`src/rtl/bob_ind_sched_if.sv`:
```
// rtl/bob_ind_sched_if.sv - allocation, ready-set, buffer-port and retire signals of bob_ind_sched
interface bob_ind_sched_if #(
  parameter int ADDR_WIDTH = 3,
  parameter int DATA_WIDTH = 65
);
  logic                  alloc0_req;
  logic                  alloc1_req;
  logic                  alloc0_gnt;
  logic                  alloc1_gnt;
  logic [ADDR_WIDTH-1:0] alloc_idx;
  logic                  ext_rdy_req;
  logic [ADDR_WIDTH-1:0] ext_rdy_addr;
  logic                  ext_rdy_ack;
  logic                  flush;
  logic                  read_clkEn;
  logic [ADDR_WIDTH-1:0] read_addr;
  logic [DATA_WIDTH-1:0] read_data;
  logic                  read_ready;
  logic [ADDR_WIDTH-1:0] writeI_addr;
  logic                  writeI_ready;
  logic                  writeI_wen;
  logic                  ret_valid;
  logic [ADDR_WIDTH-1:0] ret_idx;
  logic [DATA_WIDTH-1:0] ret_data;
  logic                  ret_ack;
  logic [ADDR_WIDTH:0]   count;
  logic                  empty;
  logic                  full;

  // scheduler side
  modport slave (
    input  alloc0_req, alloc1_req, ext_rdy_req, ext_rdy_addr, flush,
    input  read_data, read_ready, ret_ack,
    output alloc0_gnt, alloc1_gnt, alloc_idx, ext_rdy_ack,
    output read_clkEn, read_addr, writeI_addr, writeI_ready, writeI_wen,
    output ret_valid, ret_idx, ret_data, count, empty, full
  );

  // requesters, buffer and retire consumer side
  modport master (
    output alloc0_req, alloc1_req, ext_rdy_req, ext_rdy_addr, flush,
    output read_data, read_ready, ret_ack,
    input  alloc0_gnt, alloc1_gnt, alloc_idx, ext_rdy_ack,
    input  read_clkEn, read_addr, writeI_addr, writeI_ready, writeI_wen,
    input  ret_valid, ret_idx, ret_data, count, empty, full
  );
endinterface

```
`src/rtl/bob_ind_sched.sv`:
```
// rtl/bob_ind_sched.sv - in-order allocator and retire sequencer for the indirect result buffer
module bob_ind_sched #(
  parameter int ADDR_WIDTH = 3,
  parameter int ADDR_COUNT = 6,
  parameter int DATA_WIDTH = 65
) (
  input logic            clk,
  input logic            rst,
  bob_ind_sched_if.slave bus
);
  localparam logic [ADDR_WIDTH-1:0] LAST_IDX  = ADDR_WIDTH'(ADDR_COUNT - 1);
  localparam logic [ADDR_WIDTH:0]   COUNT_MAX = (ADDR_WIDTH + 1)'(ADDR_COUNT);
  localparam logic [ADDR_WIDTH:0]   COUNT_ONE = (ADDR_WIDTH + 1)'(1);

  typedef enum logic [1:0] {S_IDLE, S_CHK, S_OUT} state_t;

  state_t                state;
  state_t                state_next;
  logic [ADDR_WIDTH-1:0] head;
  logic [ADDR_WIDTH-1:0] tail;
  logic [ADDR_WIDTH:0]   count_q;
  logic                  rr;
  logic                  ret_valid_q;
  logic [ADDR_WIDTH-1:0] ret_idx_q;
  logic [DATA_WIDTH-1:0] ret_data_q;

  logic                  full_w;
  logic                  gnt0;
  logic                  gnt1;
  logic                  grant;
  logic                  ext_ack;
  logic                  more_after_ret;
  logic [ADDR_WIDTH-1:0] head_inc;
  logic                  read_en;
  logic [ADDR_WIDTH-1:0] read_addr_c;
  logic                  capture;
  logic                  retire;

  // index increment that wraps at the last real entry, not at 2^ADDR_WIDTH
  function automatic logic [ADDR_WIDTH-1:0] wrap_inc(input logic [ADDR_WIDTH-1:0] a);
    return (a == LAST_IDX) ? '0 : a + 1'b1;
  endfunction

  assign full_w         = (count_q == COUNT_MAX);
  assign head_inc       = wrap_inc(head);
  assign more_after_ret = (count_q > COUNT_ONE);
  assign grant          = gnt0 | gnt1;
  assign ext_ack        = bus.ext_rdy_req & ~grant;

  // two-way arbitration; rr breaks ties and always points away from the last winner
  always_comb begin
    gnt0 = 1'b0;
    gnt1 = 1'b0;
    if (!full_w && !bus.flush) begin
      if (bus.alloc0_req && bus.alloc1_req) begin
        gnt0 = ~rr;
        gnt1 = rr;
      end else begin
        gnt0 = bus.alloc0_req;
        gnt1 = bus.alloc1_req;
      end
    end
  end

  // single ready-write port: clearing a freshly allocated entry beats an external set
  always_comb begin
    bus.writeI_wen   = 1'b0;
    bus.writeI_addr  = tail;
    bus.writeI_ready = 1'b0;
    if (grant) begin
      bus.writeI_wen = 1'b1;
    end else if (ext_ack) begin
      bus.writeI_wen   = 1'b1;
      bus.writeI_addr  = bus.ext_rdy_addr;
      bus.writeI_ready = 1'b1;
    end
  end

  // retire FSM state register
  always_ff @(posedge clk or posedge rst) begin
    if (rst) begin
      state <= S_IDLE;
    end else begin
      state <= state_next;
    end
  end

  // retire FSM next state; flush always returns to IDLE
  always_comb begin
    state_next = state;
    if (bus.flush) begin
      state_next = S_IDLE;
    end else begin
      case (state)
        S_IDLE:  if (count_q != '0) state_next = S_CHK;
        S_CHK:   if (bus.read_ready) state_next = S_OUT;
        S_OUT:   if (bus.ret_ack) state_next = more_after_ret ? S_CHK : S_IDLE;
        default: state_next = S_IDLE;
      endcase
    end
  end

  // retire FSM outputs: head polling, capture of a ready head, and retire on ack
  always_comb begin
    read_en     = 1'b0;
    read_addr_c = head;
    capture     = 1'b0;
    retire      = 1'b0;
    if (!bus.flush) begin
      case (state)
        S_IDLE: read_en = (count_q != '0);
        S_CHK: begin
          if (bus.read_ready) capture = 1'b1;
          else                read_en = 1'b1;
        end
        S_OUT: begin
          if (bus.ret_ack) begin
            retire = 1'b1;
            if (more_after_ret) begin
              read_en     = 1'b1;
              read_addr_c = head_inc;
            end
          end
        end
        default: ;
      endcase
    end
  end

  // pointers, occupancy, arbitration history and the presented retire entry
  always_ff @(posedge clk or posedge rst) begin
    if (rst) begin
      head        <= '0;
      tail        <= '0;
      count_q     <= '0;
      rr          <= 1'b0;
      ret_valid_q <= 1'b0;
      ret_idx_q   <= '0;
      ret_data_q  <= '0;
    end else if (bus.flush) begin
      head        <= '0;
      tail        <= '0;
      count_q     <= '0;
      ret_valid_q <= 1'b0;
    end else begin
      if (grant) begin
        tail <= wrap_inc(tail);
        rr   <= gnt0;
      end
      if (retire) head <= head_inc;
      case ({grant, retire})
        2'b10:   count_q <= count_q + 1'b1;
        2'b01:   count_q <= count_q - 1'b1;
        default: count_q <= count_q;
      endcase
      if (capture) begin
        ret_valid_q <= 1'b1;
        ret_idx_q   <= head;
        ret_data_q  <= bus.read_data;
      end else if (retire) begin
        ret_valid_q <= 1'b0;
      end
    end
  end

  assign bus.alloc0_gnt  = gnt0;
  assign bus.alloc1_gnt  = gnt1;
  assign bus.alloc_idx   = tail;
  assign bus.ext_rdy_ack = ext_ack;
  assign bus.read_clkEn  = read_en;
  assign bus.read_addr   = read_addr_c;
  assign bus.ret_valid   = ret_valid_q;
  assign bus.ret_idx     = ret_idx_q;
  assign bus.ret_data    = ret_data_q;
  assign bus.count       = count_q;
  assign bus.empty       = (count_q == '0);
  assign bus.full        = full_w;
endmodule

```
`src/flat_wrapper.sv`:
```
// flat-port wrapper written by rule: the top's interface ports become plain ports
module bob_ind_sched_flat 
#(
  parameter int ADDR_WIDTH = 3,
  parameter int ADDR_COUNT = 6,
  parameter int DATA_WIDTH = 65
)
  (clk, rst, bus_alloc0_req, bus_alloc1_req, bus_ext_rdy_req, bus_ext_rdy_addr, bus_flush, bus_read_data, bus_read_ready, bus_ret_ack, bus_alloc0_gnt, bus_alloc1_gnt, bus_alloc_idx, bus_ext_rdy_ack, bus_read_clkEn, bus_read_addr, bus_writeI_addr, bus_writeI_ready, bus_writeI_wen, bus_ret_valid, bus_ret_idx, bus_ret_data, bus_count, bus_empty, bus_full);
  bob_ind_sched_if #(.ADDR_WIDTH(ADDR_WIDTH), .DATA_WIDTH(DATA_WIDTH)) bus_i ();
  input logic clk;
  input logic rst;
  input wire logic [$bits(bus_i.alloc0_req)-1:0] bus_alloc0_req;
  input wire logic [$bits(bus_i.alloc1_req)-1:0] bus_alloc1_req;
  input wire logic [$bits(bus_i.ext_rdy_req)-1:0] bus_ext_rdy_req;
  input wire logic [$bits(bus_i.ext_rdy_addr)-1:0] bus_ext_rdy_addr;
  input wire logic [$bits(bus_i.flush)-1:0] bus_flush;
  input wire logic [$bits(bus_i.read_data)-1:0] bus_read_data;
  input wire logic [$bits(bus_i.read_ready)-1:0] bus_read_ready;
  input wire logic [$bits(bus_i.ret_ack)-1:0] bus_ret_ack;
  output wire logic [$bits(bus_i.alloc0_gnt)-1:0] bus_alloc0_gnt;
  output wire logic [$bits(bus_i.alloc1_gnt)-1:0] bus_alloc1_gnt;
  output wire logic [$bits(bus_i.alloc_idx)-1:0] bus_alloc_idx;
  output wire logic [$bits(bus_i.ext_rdy_ack)-1:0] bus_ext_rdy_ack;
  output wire logic [$bits(bus_i.read_clkEn)-1:0] bus_read_clkEn;
  output wire logic [$bits(bus_i.read_addr)-1:0] bus_read_addr;
  output wire logic [$bits(bus_i.writeI_addr)-1:0] bus_writeI_addr;
  output wire logic [$bits(bus_i.writeI_ready)-1:0] bus_writeI_ready;
  output wire logic [$bits(bus_i.writeI_wen)-1:0] bus_writeI_wen;
  output wire logic [$bits(bus_i.ret_valid)-1:0] bus_ret_valid;
  output wire logic [$bits(bus_i.ret_idx)-1:0] bus_ret_idx;
  output wire logic [$bits(bus_i.ret_data)-1:0] bus_ret_data;
  output wire logic [$bits(bus_i.count)-1:0] bus_count;
  output wire logic [$bits(bus_i.empty)-1:0] bus_empty;
  output wire logic [$bits(bus_i.full)-1:0] bus_full;
  assign bus_i.alloc0_req = bus_alloc0_req;
  assign bus_i.alloc1_req = bus_alloc1_req;
  assign bus_i.ext_rdy_req = bus_ext_rdy_req;
  assign bus_i.ext_rdy_addr = bus_ext_rdy_addr;
  assign bus_i.flush = bus_flush;
  assign bus_i.read_data = bus_read_data;
  assign bus_i.read_ready = bus_read_ready;
  assign bus_i.ret_ack = bus_ret_ack;
  assign bus_alloc0_gnt = bus_i.alloc0_gnt;
  assign bus_alloc1_gnt = bus_i.alloc1_gnt;
  assign bus_alloc_idx = bus_i.alloc_idx;
  assign bus_ext_rdy_ack = bus_i.ext_rdy_ack;
  assign bus_read_clkEn = bus_i.read_clkEn;
  assign bus_read_addr = bus_i.read_addr;
  assign bus_writeI_addr = bus_i.writeI_addr;
  assign bus_writeI_ready = bus_i.writeI_ready;
  assign bus_writeI_wen = bus_i.writeI_wen;
  assign bus_ret_valid = bus_i.ret_valid;
  assign bus_ret_idx = bus_i.ret_idx;
  assign bus_ret_data = bus_i.ret_data;
  assign bus_count = bus_i.count;
  assign bus_empty = bus_i.empty;
  assign bus_full = bus_i.full;
  bob_ind_sched #(.ADDR_WIDTH(ADDR_WIDTH), .ADDR_COUNT(ADDR_COUNT), .DATA_WIDTH(DATA_WIDTH)) u_core (.clk(clk), .rst(rst), .bus(bus_i));
endmodule
```
`config.mk`:
```
export PLATFORM = sky130hd
export DESIGN_NAME = bob_ind_sched_flat
export DESIGN_NICKNAME = d
export VERILOG_FILES = /design/src/rtl/bob_ind_sched_if.sv /design/src/rtl/bob_ind_sched.sv /design/src/flat_wrapper.sv
export SDC_FILE = /design/constraint.sdc
export NUM_CORES = 1
export LEC_CHECK = 0
export BUFFER_PORTS_ARGS = -buffer_cell sky130_fd_sc_hd__buf_2
export CORE_UTILIZATION = 30
export CTS_CLUSTER_DIAMETER = 100
export DETAILED_ROUTE_END_ITERATION = 6
export GPL_ROUTABILITY_DRIVEN = 0
export PLACE_DENSITY = 0.55
export SLEW_MARGIN = 15
export SYNTH_ARGS = -nofsm -noshare
export SYNTH_HDL_FRONTEND = slang
export SYNTH_SLANG_ARGS = --single-unit
```
`constraint.sdc`:
```
create_clock -name clk -period 2.8 [get_ports clk]
set_clock_uncertainty 0.1 [all_clocks]
set_input_delay 0 -clock clk [delete_from_list [all_inputs] [get_ports clk]]
set_output_delay 0 -clock clk [all_outputs]
set_load 0.005 [all_outputs]
```
==> results by group <==
Outcome
  • Status: complete, but fails checks
  • Failing checks: DRC

Placement
  • Dpl cells: 549
  • DP Wirelength: 5520 um
  • IO buf count: approximately 170

Global routing
  • Met2 usage: 24.7%
  • First-pass GRT wire length: 14400 um
  • GR Layer Usage met3: 3.55%
  • Vias in the first global route: around 3000
  • Initial antenna violation count: 0
  • Largest net degree at the start of global routing: 45
  • GRT Max-Usage Layer: met2
  • Met1 Use GR: 17.9%
  • GRT Resource Usage Total: between 10% and 20%
  • Total gr overflow: 0

Clock tree
  • Sink Count: 82
  • CTS resizes: 0
  • Max H-tree Level: 3
  • Max clock buf depth: 2
  • CTS tree: done
  • Clock Latency Late Sink: 330 ps
  • Reg clk slew, reported paths: 60 ps
  • CTS Buf Count: 9
  • Root Driver: clkbuf_16

Critical path
  • Crit Path Max Fanout: 6
  • Critical path arrival: 2310 ps
  • Reg-to-reg endpoint: u_core.rr$_DFFE_PP0P_
  • Crit. End Element: primary output
  • R2r setup slk: 650 ps
  • Crit path kind: flop to primary output
  • Worst reg2reg path depth: 8
  • Reg2reg start: u_core.bus.count[0]$_DFFE_PP0P_
  • CP required: approximately 2700 ps
  • Critical path startpoint category: flop

Yosys
  • YS warnings: 0
  • Syn nets: 333
  • Post-synthesis sequential area ratio: a little under three fifths
  • Syn_area_per_cell: ~14 sq um
  • Top cells by area, synth: dfrtp_1 57%, mux2_2 21%, mux2_4 3.8%
  • Post-synthesis register bit count: 82
  • Top cell type's share of synthesized area: 57.3%
  • Top cell type by total area after synthesis: dfrtp_1
  • Yosys cell types: 40
  • Syn Std Cell Area: roughly 3600 sq um
  • Cell count after synthesis: 252

Layout
  • Area taken by multi-input logic gates: 1390 sq um
  • Share of cells above drive strength 1: 53.3%
  • Register area: 2050 sq um
  • N_diodes: 0
  • Post-Layout Cell Count: 638
  • Layout Nets: 571
  • Syn-to-layout area delta: 54.4%
  • Fill count: 1040

Detailed routing
  • Number of vias in the routed layout: 2827
  • WL final: 8720 um
  • First-pass iteration count of the detailed router: 6
  • Routed WL per cell: 13.7 um
  • Drt initial violations: 151
  • DRT antenna net count: 0
  • # DRC: 26
  • Via/cell ratio: 4.43

Timing
  • Hold Vio Cnt, Final: 0
  • Min Tclk post-route: approximately 2400 ps
  • Final setup fails: 0
  • F_max: between 0.4 and 0.5 GHz
  • Slew Viols, Final: 0
  • RSZ-0062 raised after global routing: false
  • Rel. slew slack: between 50 and 60%
  • Period utilisation layout: between 80% and 90%
  • Worst-margin pin slew: 699 ps
  • Setup TNS: 0 ps

Floorplanning
  • Die Y-Extent: 111 um
  • Num ports: 166
  • Die width: 111 um
  • Core Box Area: 11500 sq um
  • Starting Density: 31.1%
  • Die area: 12400 sq um
  • FP Rows: 39

Worst hold path
  • Hold WC Path Type: input port to flop
  • Hold_sp: bus_alloc1_req
  • Hold Crit Depth: 5
  • Hold Path End: u_core.bus.alloc_idx[1]$_DFFE_PP0P_

Power and ir drop
  • Peak VDD IR: ~380 uV
  • Power Dens Cells: 792 nW/um^2
  • Leak Pwr: 2.75 nW
  • Power Total: 4.38 mW

Flow run
  • Max cap viols: 0
-- cells in the mapped netlist (all sizes together) --
library cell  count
dfrtp            82
mux2             76
buf              12
nor2             11
a21oi            10
nand2            10
inv               7
ha                5
nand3             4
nor2b             4
xnor2             4
and3              2
mux2i             2
nand3b            2
nor3b             2
or2               2
or3               2
a211oi            1
a31o              1
a31oi             1
and2              1
and3b             1
clkbuf            1
nand2b            1
nand4             1
o21ba             1
o21bai            1
o22a              1
or2b              1
or3b              1
or4               1
xor2              1
-- worst max-delay path, cell delays in order, from the launching register on --
cell and delay, ps:
dfrtp_1 440, inv_1 140, ha_1 230, or2_2 290
a211oi_1 340, nand2_1 130, mux2_2 280, buf_2 120
-- cells in the final DEF (no fill, tap or decap), types with 4 or more instances in the layout --
| master | n |
|---|---|
| clkbuf_16 | 9 |
| nand3_1 | 4 |
| buf_2 | 165 |
| mux2_2 | 66 |
| dlygate4sd3_1 | 73 |
| nand2_1 | 10 |
| mux2_4 | 9 |
| ha_1 | 5 |
| xnor2_1 | 4 |
| inv_1 | 6 |
| a21oi_1 | 10 |
| dfrtp_1 | 82 |
| nor2_1 | 11 |
-- how the worst max path moves through the flow --
| stage | start | endpoint | slack, ps | cells after the start |
|---|---|---|---|---|
| finish | u_core.bus.count[0]$_DFFE_PP0P_ | bus_read_addr[1] | 390 | 7 |
| global route | u_core.bus.count[0]$_DFFE_PP0P_ | bus_read_addr[2] | 250 | 7 |
| CTS | u_core.bus.count[1]$_DFFE_PP0P_ | bus_read_addr[1] | 350 | 7 |
| detailed placement | u_core.bus.count[1]$_DFFE_PP0P_ | bus_read_addr[1] | 720 | 7 |
| global placement | u_core.bus.count[1]$_DFFE_PP0P_ | bus_read_addr[1] | 800 | 7 |
| floorplan | rst | u_core.bus.alloc_idx[0]$_DFFE_PP0P_ | 590 | 1 |
-- cell families (layout without fill, tap and decap cells) --
logic type / count (synthesis) / in the layout / synth area share, %
xor gates and xnor gates: 5 / 5 / 1.22
buffers and inverters: 20 / 263 / 3.91
AOI/OAI and AO/OA: 16 / 16 / 2.93
adders and majority gates: 5 / 5 / 1.75
muxes: 78 / 78 / 25.4
DFF: 82 / 82 / 57.3
and+or+nand+nor: 46 / 46 / 7.54
-- layout make-up --
| type | instances | area share [%] |
|---|---|---|
| Sequential cell | 82 | 37.1 |
| Timing Repair Buffer | 240 | 28.9 |
| Multi-Input combinational cell | 150 | 25.2 |
| Clock buffer | 15 | 5.02 |
| Tap cell | 143 | 3.23 |
| Inverter | 7 | 0.498 |
| Clock inverter | 1 | 0.136 |
-- registers in the layout, summed over array words and instances (netlist names) --
signal / flops
u_core.bus.ret_data: 65
u_core.bus.count: 4
u_core.bus.alloc_idx: 3
u_core.bus.ret_idx: 3
u_core.head: 3
u_core.state: 2
u_core.bus.ret_valid: 1
u_core.rr: 1
-- repair_timing --
action                                 4_1_cts  5_1_grt
buffers inserted                             0        0
endpoints found under the hold margin      114        0
hold buffers                                73        0
-- metrics by stage --
step | hold WS [ps] | area [sq um] | setup slack, ps | util, %
floorplan | -44.5 | 3580 | 592 | -
global placement | 24.1 | 4520 | 802 | 39.2
detailed placement | 28.4 | 4520 | 717 | 39.2
CTS | 156 | 5530 | 349 | 48.0
global route | 196 | 5530 | 251 | 48.0
finish | 176 | 5530 | 393 | 48.0
-- power breakdown --
part / leakage, nW / internal, mW / switching, mW / total [mW]
clock: 0.136 / 0.675 / 0.445 / 1.12
combinational: 1.59 / 0.855 / 0.504 / 1.36
sequential: 1.02 / 1.67 / 0.237 / 1.90
total: 2.75 / 3.20 / 1.19 / 4.38
-- routing by layer --
metal	up-vias	wire length, um
met5	-	0
li1	1353	-
met3	12	514
met2	107	4350
met4	0	165
met1	1355	3690
Power figures use the tool's default switching activity.
